===== src/rtl/dsp_ctrl_pkg.sv =====
`default_nettype none
// ============================================================================
// dsp_ctrl_pkg : shared constants and helpers for the DSP issue controller
// rev 1.0
// ============================================================================
package dsp_ctrl_pkg;

  localparam logic [3:0] DEFAULT_STAGE_SEL = 4'b1111;

  localparam int STG_AB  = 0;
  localparam int STG_PRE = 1;
  localparam int STG_M   = 2;
  localparam int STG_P   = 3;

  function automatic int popcount(input logic [31:0] v);
    int n;
    n = 0;
    for (int i = 0; i < 32; i++) begin
      n += int'(v[i]);
    end
    return n;
  endfunction

  // Width able to hold the values 0..depth inclusive.
  function automatic int cnt_width(input int depth);
    return $clog2(depth + 1);
  endfunction

endpackage
`default_nettype wire


===== src/rtl/dsp_result_fifo.sv =====
`default_nettype none
// ============================================================================
// dsp_result_fifo : circular result buffer decoupling the slice from downstream
// rev 1.0
// ============================================================================
module dsp_result_fifo
  import dsp_ctrl_pkg::*;
#(
  parameter int P_WIDTH    = 48,
  parameter int FIFO_DEPTH = 4
) (
  input  logic               clk,
  input  logic               rst,
  input  logic               flush_i,
  input  logic               wr_en_i,
  input  logic [P_WIDTH-1:0] wr_data_i,
  input  logic               rd_en_i,
  output logic [P_WIDTH-1:0] rd_data_o,
  output logic               valid_o
);

  localparam int AW = $clog2(FIFO_DEPTH);
  localparam int CW = cnt_width(FIFO_DEPTH);
  localparam logic [AW-1:0] LAST_PTR = AW'(FIFO_DEPTH - 1);
  localparam logic [CW-1:0] DEPTH_C  = CW'(FIFO_DEPTH);

  logic [P_WIDTH-1:0] mem_q [FIFO_DEPTH];
  logic [AW-1:0]      wr_ptr_q, wr_ptr_d;
  logic [AW-1:0]      rd_ptr_q, rd_ptr_d;
  logic [CW-1:0]      occ_q, occ_d;
  logic               full;

  assign valid_o   = (occ_q != '0);
  assign full      = (occ_q == DEPTH_C);
  assign rd_data_o = valid_o ? mem_q[rd_ptr_q] : '0;

  always_comb begin
    wr_ptr_d = wr_ptr_q;
    rd_ptr_d = rd_ptr_q;
    occ_d    = occ_q;
    // Pointers wrap explicitly so non-power-of-two depths also work.
    if (wr_en_i) begin
      wr_ptr_d = (wr_ptr_q == LAST_PTR) ? '0 : wr_ptr_q + AW'(1);
    end
    if (rd_en_i) begin
      rd_ptr_d = (rd_ptr_q == LAST_PTR) ? '0 : rd_ptr_q + AW'(1);
    end
    case ({wr_en_i, rd_en_i})
      2'b10:   occ_d = occ_q + CW'(1);
      2'b01:   occ_d = occ_q - CW'(1);
      default: occ_d = occ_q;
    endcase
  end

  always_ff @(posedge clk) begin
    if (!rst || flush_i) begin
      wr_ptr_q <= '0;
      rd_ptr_q <= '0;
      occ_q    <= '0;
    end else begin
      wr_ptr_q <= wr_ptr_d;
      rd_ptr_q <= rd_ptr_d;
      occ_q    <= occ_d;
    end
  end

  always_ff @(posedge clk) begin
    if (wr_en_i && rst && !flush_i) begin
      mem_q[wr_ptr_q] <= wr_data_i;
    end
  end

  a_no_overflow: assert property (@(posedge clk) disable iff (!rst || flush_i)
                                  !(wr_en_i && full));

endmodule
`default_nettype wire


===== src/rtl/dsp_pipe_issue_ctrl.sv =====
`default_nettype none
// ============================================================================
// dsp_pipe_issue_ctrl : credit-based issue, stage CE tracking, result capture
// rev 1.0
// ============================================================================
module dsp_pipe_issue_ctrl
  import dsp_ctrl_pkg::*;
#(
  parameter int                    NUM_STAGES = 4,
  parameter logic [NUM_STAGES-1:0] STAGE_SEL  = NUM_STAGES'(DEFAULT_STAGE_SEL),
  parameter int                    P_WIDTH    = 48,
  parameter int                    FIFO_DEPTH = 4
) (
  input  logic                  clk,
  input  logic                  rst,
  input  logic                  flush_i,
  input  logic                  in_valid_i,
  output logic                  in_ready_o,
  output logic [NUM_STAGES-1:0] stage_ce_o,
  output logic [NUM_STAGES-1:0] stage_sel_o,
  input  logic [P_WIDTH-1:0]    p_in_i,
  output logic                  out_valid_o,
  input  logic                  out_ready_i,
  output logic [P_WIDTH-1:0]    out_data_o,
  output logic                  busy_o
);

  localparam int LAT   = popcount(32'(STAGE_SEL));
  localparam int VLD_W = (LAT > 0) ? LAT : 1;
  localparam int CW    = cnt_width(FIFO_DEPTH);
  localparam logic [CW-1:0] CNT_MAX = CW'(FIFO_DEPTH);

  logic                  run;
  logic                  in_fire;
  logic                  out_fire;
  logic                  cap;
  logic [CW-1:0]         cnt_q, cnt_d;
  logic [VLD_W-1:0]      vld_q, vld_d;
  logic [NUM_STAGES-1:0] ce_raw;

  assign run         = rst & ~flush_i;
  // Credits cover both in-flight and buffered results, so capture never overflows.
  assign in_ready_o  = run & (cnt_q < CNT_MAX);
  assign in_fire     = in_valid_i & in_ready_o;
  assign out_fire    = out_valid_o & out_ready_i;
  assign busy_o      = (cnt_q != '0);
  assign stage_sel_o = STAGE_SEL;
  assign stage_ce_o  = ce_raw & {NUM_STAGES{run}};

  always_comb begin
    vld_d = (vld_q << 1) | VLD_W'(in_fire);
    case ({in_fire, out_fire})
      2'b10:   cnt_d = cnt_q + CW'(1);
      2'b01:   cnt_d = cnt_q - CW'(1);
      default: cnt_d = cnt_q;
    endcase
  end

  always_ff @(posedge clk) begin
    if (!rst || flush_i) begin
      cnt_q <= '0;
      vld_q <= '0;
    end else begin
      cnt_q <= cnt_d;
      vld_q <= vld_d;
    end
  end

  // Each registered stage is enabled by the valid bit of the registered stage below it.
  for (genvar g = 0; g < NUM_STAGES; g++) begin : g_ce
    localparam int RANK = popcount(32'(STAGE_SEL) & ((32'd1 << g) - 32'd1));
    if (!STAGE_SEL[g]) begin : g_bypass
      assign ce_raw[g] = 1'b0;
    end else if (RANK == 0) begin : g_first
      assign ce_raw[g] = in_fire;
    end else begin : g_follow
      assign ce_raw[g] = vld_q[RANK-1];
    end
  end

  if (LAT == 0) begin : g_cap_comb
    assign cap = in_fire;
  end else begin : g_cap_reg
    assign cap = vld_q[LAT-1];
  end

  dsp_result_fifo #(
    .P_WIDTH    (P_WIDTH),
    .FIFO_DEPTH (FIFO_DEPTH)
  ) u_fifo (
    .clk       (clk),
    .rst       (rst),
    .flush_i   (flush_i),
    .wr_en_i   (cap),
    .wr_data_i (p_in_i),
    .rd_en_i   (out_fire),
    .rd_data_o (out_data_o),
    .valid_o   (out_valid_o)
  );

endmodule
`default_nettype wire


===== config.mk =====
export PLATFORM = sky130hd
export DESIGN_NAME = dsp_pipe_issue_ctrl
export DESIGN_NICKNAME = d
export VERILOG_FILES = /design/src/rtl/dsp_ctrl_pkg.sv /design/src/rtl/dsp_result_fifo.sv /design/src/rtl/dsp_pipe_issue_ctrl.sv
export SDC_FILE = /design/constraint.sdc
export NUM_CORES = 1
export LEC_CHECK = 0
export CAP_MARGIN = 10
export CORE_UTILIZATION = 40
export CTS_BUF_LIST = sky130_fd_sc_hd__clkbuf_8
export DETAILED_ROUTE_END_ITERATION = 6
export HOLD_SLACK_MARGIN = 0.15
export SYNTH_ARGS = -nofsm -noshare
export SYNTH_HDL_FRONTEND = slang
export SYNTH_SLANG_ARGS = --single-unit

===== constraint.sdc =====
create_clock -name clk -period 5.19 [get_ports clk]
set_input_delay 0.519 -clock clk [delete_from_list [all_inputs] [get_ports clk]]
set_output_delay 0.519 -clock clk [all_outputs]
set_load 0.005 [all_outputs]

==> key figures <==
Logic synthesis
  – Post-synthesis cell area: 8050 um2
  – Mapped Avg Cell Area: 20.5 um2
  – FF+latch count, synth: 208
  – Cells after synthesis: 393
  – Sequential fraction of the synthesis area: 75.6%
  – Cell variety after synth: 28
  – Synthesis Warnings: 0

Timing
  – Final Hold Slack: 0.446 ns
  – Max-Slew Margin vs Limit: 29.3%
  – Final Setup Violations: 0
  – FMAX: 0.298 GHz
  – Crit share post-route: 64.6%
  – Final Hold Vio Count: 0
  – Final Max Slew Viols: 0
  – Final setup TNS: 0 ns
  – RSZ-0062 raised after global routing: no
  – Least-Margin Pin Slew: 1.06 ns
  – Min Clock Period, post-route: 3.35 ns
  – Fin Clk Skew: 0.0243 ns

Layout
  – Area growth from synthesis to layout: 24.3%
  – Filler cells: 1650
  – # diodes: 0
  – Share of cells above drive strength 1: 19.0%
  – Fin nets: 587

CTS
  – Post-CTS Resized: 0
  – Hold buffers post-CTS: 0
  – H-tree Lvls: 2
  – Worst-Skew Late Latency: 0.53 ns
  – Root buffer cell: clkbuf_8
  – CTS buffer count: 35
  – CTS clk-pin slew, worst paths: 0.06 ns
  – Clk buf depth: 3
  – Post-CTS Setup Inserts: 0
  – Clock Sinks: 208
  – TritonCTS clock tree: yes

Floorplanning
  – Die Wd: 144 um
  – Die ar.: 20700 um2
  – Initial core utilization: 41.1%
  – Io pins: 112
  – Row Count: 51
  – Die height: 144 um
  – Core footprint: 19600 um2

GRT
  – Initial antenna violation count: 0
  – Vias in the first global route: 4376
  – Largest net degree at the start of global routing: 50
  – GRT Overall Usage: 15.6%
  – Grt total ovfl: 0
  – First-pass GRT wire length: 23.8 mm

Setup path
  – Req. time, crit path: 4.67 ns
  – CP max FO: 48
  – Critical path arrival: 2.83 ns
  – Nature of the critical path endpoint: output pin
  – CP delay by family, top: flip-flops
  – Max incr delay on CP: 1.00 ns
  – Crit start category: flip-flop
  – Worst Setup Path Type: reg2out
  – CP cell instances: mux4_2, nor2b_1, clkdlybuf4s50_1
  – Slowest CP cell: dfxtp_4
  – Worst path buffer plus inverter count: 1

Place
  – IO buf count: 107
  – RePlAce Congestion: 0.725
  – DP HPWL: 8.87 mm

Detailed routing
  – DR vias/cell: 4.89
  – DRC: 0
  – DRC marker count from the first detailed-route iteration: 233
  – DR vias: 3974
  – Total Wirelength: 15.2 mm
  – DRT antenna net count: 0
  – DRT Pass-1 Iters: 4
  – WL/cell: 18.7 um

Power and ir drop
  – Power Density: 319 nW/um2
  – Peak VDD IR: 0.000156 V
  – Total power: 3.19 mW
  – Static leakage: 3.17 nW

Run
  – Number of max-cap violations: 0

Outcome
  – Status: finished clean

Hold path
  – Hold/Removal Path Class: reg2reg
layer usage:
layer	routed length (um)	vias to the layer above	global-route usage, %	share of wire [%]
li1	-	1804	-	-
met1	6480	2030	19.4	43
met2	7560	115	25.6	50
met3	872	25	4.33	5.7
met4	293	0	6.49	1.9
met5	0	-	0	0
sequential cells by signal, indices dropped and copies added (netlist names), named ones only:
register and flops:
cnt_q 3, u_fifo.mem_q 192, u_fifo.occ_q 3, u_fifo.rd_ptr_q 2
u_fifo.wr_ptr_q 2, vld_q 4
worst register-to-register path: cells and delay by family, from the launching register on:
family	cells	cell delay, ns
DFF	1	0.36
adders and majority gates	2	0.63
xor gates and xnor gates	1	0.15
buffers and inverters	1	0.11
and+or+nand+nor	1	0.31
AOI/OAI and AO/OA	2	0.86
placed cells by master, fill, tap and decap left out, drive strengths merged:
master / instances
edfxtp: 192
clkdlybuf4s50: 107
mux4: 48
nor2b: 46
clkbuf: 35
inv: 18
dfxtp: 16
clkinv: 11
and2: 8
nor2: 8
ha: 7
a21oi: 6
buf: 6
and3: 4
or3: 4
o21ai: 4
conb: 4
and2b: 3
nand2: 3
xor2: 3
clkinvlp: 3
mux2i: 2
fa: 2
o31ai: 1
nor3: 1
nand2b: 1
nor3b: 1
nand3: 1
xnor2: 1
bufinv: 1
power by group:
| part | switching [mW] | leakage (nW) | internal, mW | total, mW |
|---|---|---|---|---|
| registers | 0.000569 | 1.86 | 1.83 | 1.83 |
| logic | 0.0283 | 0.977 | 0.0390 | 0.0673 |
| clock network | 0.620 | 0.341 | 0.679 | 1.30 |
path summary, 6_finish.rpt:
check                       start        endpoint  slack (ns)  depth (start not counted)
hold / removal           vld_q[2]        vld_q[3]        0.45                          1
hold reg to reg          vld_q[2]        vld_q[3]        0.45                          1
setup reg to reg  u_fifo.occ_q[0]        cnt_q[2]        2.69                          7
setup / recovery        flip-flop  out_data_o[39]        1.84                          3
stage by stage:
stage / cell area (um2) / utilization [%] / setup slack, ns / instances
2_1_floorplan: 8070 / - / 2.65 / 396
3_3_place_gp: 9400 / 48.0 / 2.07 / 753
3_5_place_dp: 9400 / 48.0 / 1.97 / 753
4_1_cts: 10000 / 51.1 / 1.73 / 812
5_1_grt: 10000 / 51.1 / 1.62 / 812
6_report: 10000 / 51.1 / 1.84 / 812
logic make-up after synthesis:
| family | synth area share (%) |
|---|---|
| flops | 75.6 |
| simple gates | 5.97 |
| mux | 13.7 |
| buf+inv | 2.02 |
| compound gates | 0.715 |
| fa+ha+maj | 1.58 |
| xor+xnor | 0.435 |
| other cells | 0.0466 |
Yosys cell counts (all sizes together):
cell	count	area share [%]
clkbuf	8	0.37
fa	2	0.50
and2b	3	0.28
o21ai	4	0.25
mux4	48	13
nand3	1	0.062
and2	8	0.62
nor3	1	0.12
nor2b	46	3.6
dfxtp	16	4.0
nor2	8	0.37
xor2	3	0.33
inv	9	0.42
or3	4	0.31
ha	7	1.1
o31ai	1	0.093
conb	1	0.047
nor3b	1	0.093
nand2	3	0.14
xnor2	1	0.11
a21oi	6	0.37
buf	13	1.2
nand2b	1	0.078
edfxtp	192	72
and3	4	0.31
mux2i	2	0.25
area by class of cell:
class                      instances  area (um2)  area share [%]
clock buffer                      35         482            4.81
clock inverter                    24         133            1.32
inverter                           9        33.8           0.337
multi-input combinational        158        1830            18.3
sequential                       208        6090            60.8
tap                              265         332            3.31
timing repair buffer             113        1120            11.1
No activity file was read; power rests on OpenSTA's default activity.
